--- config.mk ---
export PLATFORM = sky130hd
export DESIGN_NAME = keypad_scanner
export DESIGN_NICKNAME = d
export VERILOG_FILES = /design/src/rtl/keypad_pkg.sv /design/src/rtl/sync2.sv /design/src/rtl/keypad_scanner.sv
export SDC_FILE = /design/constraint.sdc
export NUM_CORES = 1
export LEC_CHECK = 0
export ABC_AREA = 1
export BUFFER_PORTS_ARGS = -buffer_cell sky130_fd_sc_hd__buf_2
export CAP_MARGIN = 20
export CORE_MARGIN = 3
export CORE_UTILIZATION = 40
export CTS_BUF_LIST = sky130_fd_sc_hd__clkbuf_4 sky130_fd_sc_hd__clkbuf_8
export CTS_CLUSTER_DIAMETER = 150
export CTS_CLUSTER_SIZE = 8
export DETAILED_ROUTE_END_ITERATION = 12
export PLACE_DENSITY = 0.53
export SYNTH_ARGS = -nofsm -noshare
export SYNTH_HDL_FRONTEND = slang
export SYNTH_SLANG_ARGS = --single-unit
--- constraint.sdc ---
create_clock -name clk -period 11.1 [get_ports clk]
set_input_delay 2.22 -clock clk [delete_from_list [all_inputs] [get_ports clk]]
set_output_delay 2.22 -clock clk [all_outputs]
set_load 0.02 [all_outputs]
--- src/rtl/keypad_pkg.sv ---
// Shared types and the key code map for the 4x4 hex keypad scanner.
package keypad_pkg;

    // Column strobe seen after reset; later strobes are this shifted by the column index.
    localparam logic [3:0] COL_FIRST = 4'b0001;

    typedef enum logic [1:0] {
        ST_IDLE,
        ST_PRESS_WAIT,
        ST_HELD,
        ST_REL_WAIT
    } state_t;

    typedef enum logic [1:0] {
        RES_NONE,
        RES_SINGLE,
        RES_MULTI
    } res_class_t;

    // Keypad legend: 1 2 3 A / 4 5 6 B / 7 8 9 C / E 0 F D (row 0 on top, column 0 on left).
    function automatic logic [3:0] hex_code(input logic [1:0] col, input logic [1:0] row);
        logic [3:0] code;
        case ({col, row})
            4'h0:    code = 4'h1;
            4'h1:    code = 4'h4;
            4'h2:    code = 4'h7;
            4'h3:    code = 4'hE;
            4'h4:    code = 4'h2;
            4'h5:    code = 4'h5;
            4'h6:    code = 4'h8;
            4'h7:    code = 4'h0;
            4'h8:    code = 4'h3;
            4'h9:    code = 4'h6;
            4'hA:    code = 4'h9;
            4'hB:    code = 4'hF;
            4'hC:    code = 4'hA;
            4'hD:    code = 4'hB;
            4'hE:    code = 4'hC;
            default: code = 4'hD;
        endcase
        return code;
    endfunction

endpackage

--- src/rtl/sync2.sv ---
// Two-flop synchronizer for asynchronous keypad row lines.
module sync2 #(
    parameter int unsigned WIDTH = 4
) (
    input  logic             clk,
    input  logic             rst,
    input  logic [WIDTH-1:0] d,
    output logic [WIDTH-1:0] q
);

    logic [WIDTH-1:0] meta;

    // Double-register the raw inputs; both stages clear on reset.
    always_ff @(posedge clk) begin
        if (rst) begin
            meta <= '0;
            q    <= '0;
        end else begin
            meta <= d;
            q    <= meta;
        end
    end

endmodule

--- src/rtl/keypad_scanner.sv ---
// Matrix scanner for the 4x4 hex keypad: column strobing, row sampling,
// whole-scan debouncing and single press events with hex codes.
module keypad_scanner import keypad_pkg::*; #(
    parameter int unsigned SCAN_DIV       = 4,
    parameter int unsigned DEBOUNCE_SCANS = 3
) (
    input  logic       clk,
    input  logic       rst,
    input  logic [3:0] rows_in,
    output logic [3:0] cols_out,
    output logic [3:0] key,
    output logic       key_valid,
    output logic       key_held
);

    localparam int unsigned DIV_W = $clog2(SCAN_DIV);
    localparam int unsigned CNT_W = $clog2(DEBOUNCE_SCANS + 1);

    logic [3:0]       rows_s;
    logic [DIV_W-1:0] div_cnt;
    logic [1:0]       col_idx;
    logic             slot_last;
    logic             scan_done;
    logic [15:0]      acc;
    logic [15:0]      scan_map;
    logic [4:0]       ones;
    logic [3:0]       hit_idx;
    res_class_t       res_cls;
    logic [3:0]       res_code;
    res_class_t       prev_cls;
    logic [3:0]       prev_code;
    logic [CNT_W-1:0] stable_cnt;
    logic [CNT_W-1:0] cnt_nxt;
    logic             stable;
    state_t           state;
    state_t           state_nxt;
    logic             fire;

    sync2 #(.WIDTH(4)) u_sync (
        .clk (clk),
        .rst (rst),
        .d   (rows_in),
        .q   (rows_s)
    );

    assign slot_last = (div_cnt == DIV_W'(SCAN_DIV - 1));
    assign scan_done = slot_last && (col_idx == 2'd3);
    assign cols_out  = COL_FIRST << col_idx;
    assign key_held  = (state == ST_HELD) || (state == ST_REL_WAIT);

    // Column slot timer: hold each strobe SCAN_DIV cycles, then advance the column.
    always_ff @(posedge clk) begin
        if (rst) begin
            div_cnt <= '0;
            col_idx <= '0;
        end else if (slot_last) begin
            div_cnt <= '0;
            col_idx <= col_idx + 2'd1;
        end else begin
            div_cnt <= div_cnt + DIV_W'(1);
        end
    end

    // Current scan map with this column's live sample merged in, so the column-3
    // sample cycle sees the complete scan without waiting a cycle.
    always_comb begin
        scan_map = acc;
        scan_map[{col_idx, 2'b00} +: 4] = rows_s;
    end

    // Classify the scan map as none / single / multi and decode a single hit.
    always_comb begin
        ones    = '0;
        hit_idx = '0;
        for (int unsigned i = 0; i < 16; i++) begin
            if (scan_map[i]) begin
                ones    = ones + 5'd1;
                hit_idx = 4'(i);
            end
        end
        if (ones == 5'd0) begin
            res_cls  = RES_NONE;
            res_code = 4'h0;
        end else if (ones == 5'd1) begin
            res_cls  = RES_SINGLE;
            res_code = hex_code(hit_idx[3:2], hit_idx[1:0]);
        end else begin
            res_cls  = RES_MULTI;
            res_code = 4'h0;
        end
    end

    // Next stability count: grows (saturating) while the scan result repeats.
    always_comb begin
        cnt_nxt = CNT_W'(1);
        if (res_cls == prev_cls && res_code == prev_code) begin
            if (stable_cnt == CNT_W'(DEBOUNCE_SCANS)) begin
                cnt_nxt = stable_cnt;
            end else begin
                cnt_nxt = stable_cnt + CNT_W'(1);
            end
        end
        stable = (cnt_nxt == CNT_W'(DEBOUNCE_SCANS));
    end

    // Accumulate column samples and record each completed scan's result.
    always_ff @(posedge clk) begin
        if (rst) begin
            acc        <= '0;
            prev_cls   <= RES_NONE;
            prev_code  <= '0;
            stable_cnt <= '0;
        end else if (scan_done) begin
            acc        <= '0;
            prev_cls   <= res_cls;
            prev_code  <= res_code;
            stable_cnt <= cnt_nxt;
        end else if (slot_last) begin
            acc <= scan_map;
        end
    end

    // Debounce FSM next-state logic; only moves on scan-complete cycles.
    always_comb begin
        state_nxt = state;
        fire      = 1'b0;
        if (scan_done) begin
            case (state)
                ST_IDLE: begin
                    if (res_cls == RES_SINGLE) state_nxt = ST_PRESS_WAIT;
                end
                ST_PRESS_WAIT: begin
                    if (res_cls != RES_SINGLE) begin
                        state_nxt = ST_IDLE;
                    end else if (stable) begin
                        state_nxt = ST_HELD;
                        fire      = 1'b1;
                    end
                end
                ST_HELD: begin
                    if (!(res_cls == RES_SINGLE && res_code == key)) state_nxt = ST_REL_WAIT;
                end
                ST_REL_WAIT: begin
                    if (res_cls == RES_NONE && stable) begin
                        state_nxt = ST_IDLE;
                    end else if (res_cls == RES_SINGLE && res_code == key) begin
                        state_nxt = ST_HELD;
                    end
                end
                default: state_nxt = ST_IDLE;
            endcase
        end
    end

    // FSM state, accepted key and the one-cycle press pulse.
    always_ff @(posedge clk) begin
        if (rst) begin
            state     <= ST_IDLE;
            key       <= '0;
            key_valid <= 1'b0;
        end else begin
            state     <= state_nxt;
            key_valid <= fire;
            if (fire) key <= res_code;
        end
    end

endmodule

# Word level (Yosys, flattened, before mapping)
# Memory sizes are Yosys's and may differ from the RTL's.
# Cells that the tools add are included.
classes:
  eq_ne: 17
  reduce_logical: 11
  addsub: 19
  n_mux: 49
  shift: 3
op_table:
  columns: ["op", "count"]
  rows:
  - ["$add A5 B1 Y5 const B", 15]
  - ["$mux W5", 15]
  - ["$mux W4", 16]
  - ["$mux W2", 10]
  - ["$bwmux W16", 1]
  - ["$shift A4 B6 Y16 const A", 1]
  - ["$shiftx A4 B6 Y16", 1]
  - ["$eq A2 B2 Y1 const B", 6]
  - ["$eq A4 B4 Y1", 2]
  - ["$pmux W2 S4", 1]
  - ["$add A2 B1 Y2 const B", 3]
  - ["$mux W1", 6]
  - ["$neg A4 Y6", 1]
  - ["$eq A5 B1 Y1 const B", 1]
  - ["$logic_not A5 Y1", 1]
  - ["$reduce_and A5 Y1", 1]
  - ["$eq A2 B1 Y1 const B", 2]
  - ["$logic_and A1 B1 Y1", 4]
  - ["$logic_not A2 Y1", 2]
  - ["$ne A2 B2 Y1 const B", 2]
  - ["$reduce_or A2 Y1", 2]
  - ["$shl A1 B2 Y4 const A", 1]
  - ["$ne A3 B1 Y1 const B", 1]
  - ["$ne A3 B3 Y1 const B", 1]
  - ["other kinds (3)", 3]
totals:
  n_memories: 1
  mem_bits_ro: 64
  ff_bits: 43
mem_list:
  columns: ["memory", "depth", "width", "read_ports", "rd_clocked_by_memory_dff", "wr", "line", "source"]
  rows:
  - ["(name not given)", 16, 4, 1, 0, 0, "keypad_pkg.sv:23", "case ({col, row})"]

# Depth between registers and ports, before layout
# Gate-level depths: netlist of the first run.
logic_depth:
  depth_word: 45
  ltp_mapped: 70
  ltp_nobuf: 69

# Hierarchy
# Synthesis of the first run repeated with hierarchy kept, for this count alone.
hier_totals:
  cells_unflattened: 728
  area_unflattened_um2: 4299.1
by_module_without_submodules:
  columns: ["mod", "cells_per_inst", "area_each_um2", "seq_area_each_um2", "n_inst"]
  rows:
  - ["keypad_scanner", 703, 4067.7, 700.7, 1]
  - ["sync2", 25, 231.5, 160.2, 1]

# Least setup slack after synthesis of the first run
# OpenSTA, ideal clock, no wires.
synth_path:
  path_kind: "register -> register"
  from: "register col_idx[0]"
  to: "register key[0]"
  arrival_time_ns: 9.331
  setup_ns: 0.115
  stages_incl_launch_ff: 65
  path_slack_ns: 1.655
  path_cell_list: "dfxtp_1 > inv_2 > ha_1 > nor2_2 > inv_1 > o22ai_1 > inv_1 > ha_1 > inv_1 > nand3_1 > nand2_2 > inv_1 > ha_1 > nand2_1 > nand2_1 > ha_1 > or2_4 > nand2_1 > [... 29 more ...] > ha_1 > nand2_1 > nand2_1 > ha_1 > mux2_2 > nor2_2 > nand3_2 > nor2_4 > buf_6 > nand2_1 > nand2_1 > nand2_1 > nor2_4 > nand3_2 > nor2_4 > inv_2 > a21oi_1 > nor2_1"
synth_between:
  word_cells_on_any_way: 69
synth_lines:
  columns: ["item", "line", "source"]
  rows:
  - ["start: declaration", "keypad_scanner.sv:21", "logic [1:0] col_idx;"]
  - ["start signal: assignment", "keypad_scanner.sv:58", "col_idx <= col_idx + 2'd1;"]
  - ["$neg A4 Y6 (*)", "keypad_scanner.sv:68", "scan_map[{col_idx, 2'b00} +: 4] = rows_s;"]
  - ["$shiftx A4 B6 Y16 or $shift A4 B6 Y16 (tied branches)", "keypad_scanner.sv:68", null]
  - ["$bwmux W16 (*)", "keypad_scanner.sv:68", null]
  - ["named net scan_map[1]", "keypad_scanner.sv:25", "logic [15:0] scan_map;"]
  - ["$mux W5", "keypad_scanner.sv:76", "if (scan_map[i]) begin"]
  - ["$add A5 B1 Y5", "keypad_scanner.sv:77", "ones = ones + 5'd1;"]
  - ["$mux W5", "keypad_scanner.sv:76", null]
  - ["$add A5 B1 Y5", "keypad_scanner.sv:77", null]
  - ["[... 28 more ...]", null, null]
  - ["$eq A4 B4 Y1 or $eq A2 B2 Y1 (tied branches)", "keypad_scanner.sv:96", "if (res_cls == prev_cls && res_code == prev_code) begin"]
  - ["$logic_and A1 B1 Y1", "keypad_scanner.sv:96", null]
  - ["$mux W2", "keypad_scanner.sv:96", null]
  - ["$eq A2 B2 Y1", "keypad_scanner.sv:103", "stable = (cnt_nxt == CNT_W'(DEBOUNCE_SCANS));"]
  - ["$mux W1", "keypad_scanner.sv:135", "end else if (stable) begin"]
  - ["$mux W1", "keypad_scanner.sv:133", "if (res_cls != RES_SINGLE) begin"]
  - ["$mux W1", "keypad_scanner.sv:128", "case (state)"]
  - ["$mux W1", "keypad_scanner.sv:127", "if (scan_done) begin"]
  - ["end signal: assignment", "keypad_scanner.sv:164", "if (fire) key <= res_code;"]
  - ["end: declaration", "keypad_scanner.sv:11", "output logic [3:0] key,"]
# The timed path passes the listed nets; every way through them passes the cells marked *.
# A chain may end at the register's enable or synchronous reset.

# Worst setup path after layout of the first run
layout_path:
  from: "register col_idx[0]"
  to: "register key[1]"
layout_between:
  elab_chain_cells: 45
  word_cells_on_any_way: 69
layout_rtl:
  columns: ["item", "line"]
  rows:
  - ["$neg A4 Y6 (*)", "keypad_scanner.sv:68"]
  - ["$shiftx A4 B6 Y16 or $shift A4 B6 Y16 (tied branches)", "keypad_scanner.sv:68"]
  - ["$bwmux W16 (*)", "keypad_scanner.sv:68"]
  - ["named net scan_map[0]", "keypad_scanner.sv:25"]
  - ["$mux W1 (*)", "keypad_scanner.sv:76"]
  - ["$add A5 B1 Y5", "keypad_scanner.sv:77"]
  - ["$mux W5 (*)", "keypad_scanner.sv:76"]
  - ["$add A5 B1 Y5", "keypad_scanner.sv:77"]
  - ["[... 30 more ...]", null]
  - ["$eq A4 B4 Y1 or $eq A2 B2 Y1 (tied branches)", "keypad_scanner.sv:96"]
  - ["$logic_and A1 B1 Y1", "keypad_scanner.sv:96"]
  - ["$mux W2", "keypad_scanner.sv:96"]
  - ["$eq A2 B2 Y1", "keypad_scanner.sv:103"]
  - ["$mux W1", "keypad_scanner.sv:135"]
  - ["$mux W1", "keypad_scanner.sv:133"]
  - ["$mux W1", "keypad_scanner.sv:128"]
  - ["$mux W1", "keypad_scanner.sv:127"]
# Marks and branches as above.

==> impl_metrics.csv, run 1 <==
group,metric,value,unit
outcome,status,"finished clean",
routing,vias,4054,
power,power_density,133,nW/um^2
place,dp.cells,863,
worst_setup_path,reg2reg_to,"key[1]",
clock_tree,cts_tree,"yes",
place,place_worst_setup_slack,0.788,ns
global_route,grt_pass1_vias,3782,
worst_setup_path,crit_family,"adder cells",
worst_setup_path,crit_start,"col_idx[0]",
timing,worst_pin_slew,0.829,ns
worst_setup_path,rr_startpoint,"col_idx[0]",
worst_setup_path,worstPathMaxFanout,11,
clock_tree,cts_buffers,5,
timing,relSlewSlack,0.446,
worst_setup_path,cp_common_cell,"nand2_1",
global_route,grt.overflow.total,0,
power,vdd_drop_max,0.0000840,V
global_route,antenna_found_initial,0,
power,leakagePower,0.00257,uW
floorplanning,die_y,109,um
cells_and_area,fill_cells,1129,
hold_path,hold_end,"u_sync.q[1]",
power,p_comb_frac,0.530,
routing,via_per_inst,4.66,
place,dp_hpwl,7380,um
cells_and_area,final_cells,870,
place,portBuffers,15,
worst_setup_path,cpMaxStageDelayCell,"dfxtp_1",
clock_tree,clk_latency,0.30,ns
synth,syn-instance-count,723,
power,power_frac_seq,0.269,
synth,syn_area_per_cell,5.92,sq um
global_route,grt_usage,0.162,
synth,ys_warn_count,0,
synth,ys_seq_elements,43,
cells_and_area,stdcell_area,4580,sq um
power,swShare,0.448,
routing,wl_per_cell,10.3,um
floorplanning,ios,16,
global_route,grt_max_degree,33,
place,place_area,4470,sq um
timing,fin_tns_setup,0,ns
worst_setup_path,crit_type,"reg -> reg",
routing,ant_nets,0,
floorplanning,row_count,37,
power,netSwitchingPower,273,uW
clock_tree,cts_setup_buffers,0,
timing,period_minus_slack,10.27,ns
place,gp_congestion,0.825,
timing,rsz0062_at_grt,"false",
timing,drv_slew,0,
timing,finalHoldViolCount,0,
routing,drt_iter0_markers,198,
cells_and_area,nets,763,
worst_setup_path,path_buf_inv,8,
timing,setup_violations,0,
hold_path,hold_path_startpoint,"u_sync.meta[1]",
hold_path,hold_class,"reg -> reg",
worst_setup_path,cpPeakStageDelay,0.46,ns
clock_tree,clock-sinks,43,
global_route,grt_pass1_wl,16200,um
power,p_clk_frac,0.201,
floorplanning,start_util,0.413,
worst_setup_path,reg2regPathDepth,63,
cells_and_area,syn_to_final_growth,7.07,%
cells_and_area,finalCoreUtilization,0.442,
worst_setup_path,r2r_slack,0.83,ns
power,power.internal,337,uW
floorplanning,die-area,12000,sq um
floorplanning,core-area,10400,sq um
clock_tree,path_clk_slew,0.08,ns
floorplanning,die_w,109,um
timing,fmax,97.4,MHz
synth,syn_area,4280,sq um
timing,period_share,0.925,
routing,finalWirelength,8930,um
timing,setup_slack,0.829,ns
worst_setup_path,worst_ep_required_time,11.30,ns
clock_tree,cts_max_path_buffers,2,
timing,finClkSkew,0.00539,ns
synth,synth.distinct_cells,38,
routing,drc,0,
worst_setup_path,cp.arrival,10.47,ns
cells_and_area,drive_above_1_share,0.174,
flow_run,maxCapViolations,0,
worst_setup_path,start_kind,"register",
synth,synth.net_count,752,
clock_tree,htreeDepth,2,
synth,yosysSeqAreaShare,0.201,
worst_setup_path,end_kind,"register",
hold_path,hold_depth,2,
routing,dr.pass1.iters,5,
cells_and_area,antenna_cells,0,
clock_tree,cts_root_buf,"clkbuf_8",
-- area by class of cell --
class / count / area, sq um / share of cell area
repair buffers: 15 / 75.1 / 0.0164
flip-flops and latches: 43 / 861 / 0.188
multi-input cells: 508 / 2760 / 0.603
inverters: 161 / 609 / 0.133
well taps: 136 / 170 / 0.0371
clock inverters: 1 / 30.0 / 0.00655
clock buffers: 6 / 76.3 / 0.0166
-- metrics by stage --
step | hold slack [ns] | total power [uW]
finish | 0.404 | 609
global route | 0.426 | 675
CTS | 0.407 | 616
detailed placement | 0.395 | 491
global placement | 0.392 | 483
floorplan | 0.388 | 439
-- cells in the mapped netlist --
library cell,number,area [sq um]
a21boi_1,4,30.0
a21oi_1,27,135
a22oi_1,1,7.51
a22oi_2,1,12.5
a31oi_1,2,12.5
and2_1,2,12.5
buf_6,2,22.5
clkbuf_1,9,33.8
clkinv_1,1,3.75
dfxtp_1,43,861
ha_1,23,288
inv_1,143,537
inv_2,15,56.3
inv_4,2,12.5
mux2_2,1,11.3
nand2_1,157,589
nand2_2,50,313
nand2_4,7,78.8
nand3_1,55,275
nand3_2,16,160
nand3b_1,5,37.5
nand4_1,2,12.5
nor2_1,81,304
nor2_2,4,25.0
nor2_4,4,45.0
nor3_1,5,25.0
nor3b_1,1,7.51
o211ai_1,2,15.0
o21ai_0,26,130
o21ai_1,6,30.0
o21bai_1,2,15.0
o22ai_1,15,93.8
o22ai_2,1,12.5
o22ai_4,1,20.0
or2_2,2,12.5
or2_4,1,8.76
xnor2_1,1,8.76
xor2_1,3,26.3
-- kinds of logic (layout without fill, tap and decap cells) --
kind of cell	count (synthesis)	after routing	synth area share
XOR/XNOR	4	4	0.00818
multiplexers	1	1	0.00263
flip-flops	43	43	0.201
AO/OA/AOI/OAI	88	88	0.120
AND/OR/NAND/NOR	392	392	0.445
adder cells (fa/ha/maj)	23	23	0.0672
buffers and inverters	172	183	0.155
-- per-layer routing --
metal / global-route usage / wire length [um] / vias to the layer above
met4: 0.0374 / 100 / 0
met1: 0.227 / 4690 / 1756
li1: - / - / 2247
met5: 0 / 0 / -
met3: 0.0176 / 229 / 6
met2: 0.267 / 3910 / 45
-- layout by cell type, fill, tap and decap left out, types with 2 or more instances in the layout --
master / netlist / layout
inv_1: 143 / 143
nand3_1: 55 / 55
nor2_2: 4 / 4
nand3_2: 16 / 16
a31oi_1: 2 / 2
nor2_4: 4 / 4
clkbuf_8: 0 / 5
dfxtp_1: 43 / 43
and2_1: 2 / 2
nand4_1: 2 / 2
nor2_1: 81 / 81
buf_2: 0 / 15
o21bai_1: 2 / 2
nand2_4: 7 / 7
or2_2: 2 / 2
inv_4: 2 / 2
nand3b_1: 5 / 5
a21oi_1: 27 / 27
nor3_1: 5 / 5
o21ai_1: 6 / 6
inv_2: 15 / 15
o22ai_1: 15 / 15
nand2_1: 157 / 157
nand2_2: 50 / 50
o211ai_1: 2 / 2
a21boi_1: 4 / 4
xor2_1: 3 / 3
o21ai_0: 26 / 26
ha_1: 23 / 23
-- power by group through the flow --
stage               logic (uW)  registers, uW  clock network (uW)
floorplan                  272            167                   0
finish                     323            164                 123
global placement           316            168                   0
CTS                        325            164                 126
detailed placement         323            168                   0
global route               378            165                 132
-- timing repair --
| action | CTS | global route |
|---|---|---|
| hold buffers | 0 | 0 |
| gates resized for setup | 0 | 1 |
| endpoints found under the setup margin | 0 | 4 |
-- registers in the layout, indices dropped and copies added (netlist names) --
| signal | count |
|---|---|
| stable_cnt | 2 |
| prev_cls | 2 |
| key_valid | 1 |
| col_idx | 2 |
| prev_code | 4 |
| u_sync.meta | 4 |
| div_cnt | 2 |
| state | 2 |
| key | 4 |
| acc | 16 |
| u_sync.q | 4 |
-- worst reg2reg max path: cells and delay by family (launching register included) --
kind	cells	cell delay (ns)
and+or+nand+nor	37	4.15
buffers and inverters	8	0.61
adders and majority gates	15	4.29
DFF	1	0.46
AOI/OAI and AO/OA	2	0.37
muxes	1	0.28
-- how the worst max path moves through the flow --
stage / endpoint / slack [ns] / depth (start not counted)
6_report: key[1] / 0.83 / 63
5_1_grt: key[3] / 0.02 / 63
4_1_cts: key[1] / 0.76 / 63
3_5_place_dp: key[1] / 0.79 / 63
3_3_place_gp: key[2] / 1.16 / 63
2_1_floorplan: key[0] / 1.65 / 64
Note: power is estimated with default switching activity, not from simulation.
==> run 2: changes to the inputs <==
--- a/config.mk
+++ b/config.mk
@@ -8,13 +8,15 @@
 export ABC_AREA = 1
 export BUFFER_PORTS_ARGS = -buffer_cell sky130_fd_sc_hd__buf_2
 export CAP_MARGIN = 20
+export CELL_PAD_IN_SITES_DETAIL_PLACEMENT = 0
+export CELL_PAD_IN_SITES_GLOBAL_PLACEMENT = 1
 export CORE_MARGIN = 3
 export CORE_UTILIZATION = 40
 export CTS_BUF_LIST = sky130_fd_sc_hd__clkbuf_4 sky130_fd_sc_hd__clkbuf_8
 export CTS_CLUSTER_DIAMETER = 150
 export CTS_CLUSTER_SIZE = 8
 export DETAILED_ROUTE_END_ITERATION = 12
-export PLACE_DENSITY = 0.53
+export PLACE_DENSITY = 0.72
 export SYNTH_ARGS = -nofsm -noshare
 export SYNTH_HDL_FRONTEND = slang
 export SYNTH_SLANG_ARGS = --single-unit
==> run 2 against run 1 <==
Hold slack is essentially flat. Clock-buffer cell count unchanged. Combinational power hardly changed. Non-clock buffer count stayed put.
==> impl_metrics.csv, run 2 (same netlist as run 1, synthesis figures left out) <==
group,metric,value,unit
global_route,grt_usage,0.161,
power,power_density,134,nW/um^2
cells_and_area,largest_reg_flops,16,
routing,vias,4047,
timing,rsz0062_at_grt,"false",
power,swShare,0.445,
cells_and_area,drive_above_1_share,0.174,
worst_setup_path,cp.arrival,10.42,ns
worst_setup_path,worstSetupEndpoint,"key[1]",
global_route,grt_max_degree,33,
routing,via_per_inst,4.65,
timing,finClkSkew,0.00490,ns
cells_and_area,nets,763,
timing,period_share,0.920,
clock_tree,cts_tree,"yes",
worst_setup_path,worstPathMaxFanout,11,
place,dp_hpwl,7370,um
power,netSwitchingPower,275,uW
clock_tree,cts_hold_buf,0,
worst_setup_path,reg2reg_to,"key[1]",
clock_tree,clock-sinks,43,
cells_and_area,syn_to_final_growth,7.25,%
routing,drt_iter0_markers,108,
floorplanning,die_w,109,um
power,leakagePower,0.00257,uW
clock_tree,cts_max_path_buffers,2,
worst_setup_path,cpMaxStageDelayCell,"dfxtp_1",
worst_setup_path,start_kind,"register",
place,place_worst_setup_slack,0.854,ns
hold_path,hold_class,"reg -> reg",
routing,dr.pass1.iters,4,
timing,setup_violations,0,
floorplanning,row_count,37,
timing,finalHoldViolCount,0,
worst_setup_path,crit_type,"reg -> reg",
global_route,grt.overflow.total,0,
floorplanning,die_y,109,um
worst_setup_path,crit_start,"col_idx[0]",
worst_setup_path,reg2regPathDepth,63,
worst_setup_path,path_buf_inv,8,
cells_and_area,regMostFlops,"acc",
clock_tree,cts_root_buf,"clkbuf_8",
clock_tree,path_clk_slew,0.09,ns
worst_setup_path,rr_startpoint,"col_idx[0]",
place,gp_congestion,0.814,
timing,period_minus_slack,10.21,ns
cells_and_area,final_common_cell,"nand2_1",
worst_setup_path,cp_common_cell,"nand2_1",
power,power.internal,342,uW
worst_setup_path,worst_ep_required_time,11.31,ns
clock_tree,clk_latency,0.31,ns
clock_tree,htreeDepth,2,
clock_tree,cts_setup_buffers,0,
worst_setup_path,crit_family,"adder cells",
place,portBuffers,15,
clock_tree,cts_resized,0,
floorplanning,ios,16,
floorplanning,start_util,0.413,
place,place_area,4470,sq um
floorplanning,core-area,10400,sq um
worst_setup_path,cpPeakStageDelay,0.47,ns
global_route,antenna_found_initial,0,
timing,fin_tns_setup,0,ns
clock_tree,cts_buffers,5,
routing,wl_per_cell,10.3,um
timing,drv_slew,0,
cells_and_area,stdcell_area,4590,sq um
timing,worst_pin_slew,0.837,ns
power,p_comb_frac,0.518,
outcome,status,"finished clean",
timing,fmax,97.9,MHz
routing,drc,0,
global_route,grt_pass1_wl,16100,um
cells_and_area,final_cell_mix,"nand2_1 (157), inv_1 (143), nor2_1 (81), nand3_1 (55), nand2_2 (50)",
worst_setup_path,cp.depth,63,
cells_and_area,final_cells,871,
floorplanning,die-area,12000,sq um
cells_and_area,finalCoreUtilization,0.443,
worst_setup_path,r2r_slack,0.89,ns
worst_setup_path,end_kind,"register",
routing,finalWirelength,8970,um
place,dp.cells,863,
cells_and_area,antenna_cells,0,
power,p_clk_frac,0.216,
routing,ant_nets,0,
timing,relSlewSlack,0.441,
timing,setup_slack,0.889,ns
global_route,grt_pass1_vias,3788,
cells_and_area,fill_cells,1180,
flow_run,maxCapViolations,0,
power,vdd_drop_max,0.000129,V
power,power_frac_seq,0.266,
[run 2: cell types whose count changed in the layout (fill, tap and decap cells not counted), sizes merged]
cell  previous run  this run
inv            160       161
[run 2: cell type report]
type	count	area (sq um)	share of cell area
well taps	136	170	0.0371
repair buffers	15	75.1	0.0163
flip-flops and latches	43	861	0.187
clock inverters	2	38.8	0.00845
clock buffers	6	82.6	0.0180
multi-input cells	508	2760	0.600
inverters	161	609	0.133
[run 2: worst min path at each step]
stage	from	to	slack, ns	depth (start not counted)
after global routing	u_sync.meta[1]	u_sync.q[1]	0.43	2
after CTS	u_sync.meta[1]	u_sync.q[1]	0.41	2
final	u_sync.meta[2]	u_sync.q[2]	0.40	2
after detailed placement	u_sync.meta[2]	u_sync.q[2]	0.40	2
after global placement	u_sync.meta[0]	u_sync.q[0]	0.39	2
after floorplan	u_sync.meta[0]	u_sync.q[0]	0.39	2
[run 2: routing by layer]
layer,vias to the layer above,global-route usage,part of all wire
met5,-,0,0
met4,0,0.0436,0.013
met3,9,0.0194,0.014
met2,28,0.270,0.44
met1,1760,0.218,0.53
li1,2250,-,-
[run 2: power groups by stage]
stage	clock network, uW	logic (uW)	registers [uW]
3_3_place_gp	0	318	168
4_1_cts	139	323	164
5_1_grt	144	373	165
2_1_floorplan	0	272	167
6_report	133	320	164
3_5_place_dp	0	320	168
[run 2: through the flow]
stage	power, uW	hold WS (ns)
finish	617	0.404
global route	682	0.425
CTS	626	0.413
detailed placement	488	0.395
global placement	486	0.392
floorplan	439	0.388
[run 2: worst reg2reg max path: cells and delay by family, from the launching register on]
| kind | cells | cell delay [ns] |
|---|---|---|
| adders and majority gates | 15 | 4.23 |
| and+or+nand+nor | 37 | 4.14 |
| buffers and inverters | 8 | 0.60 |
| DFF | 1 | 0.47 |
| AOI/OAI and AO/OA | 2 | 0.38 |
| muxes | 1 | 0.28 |
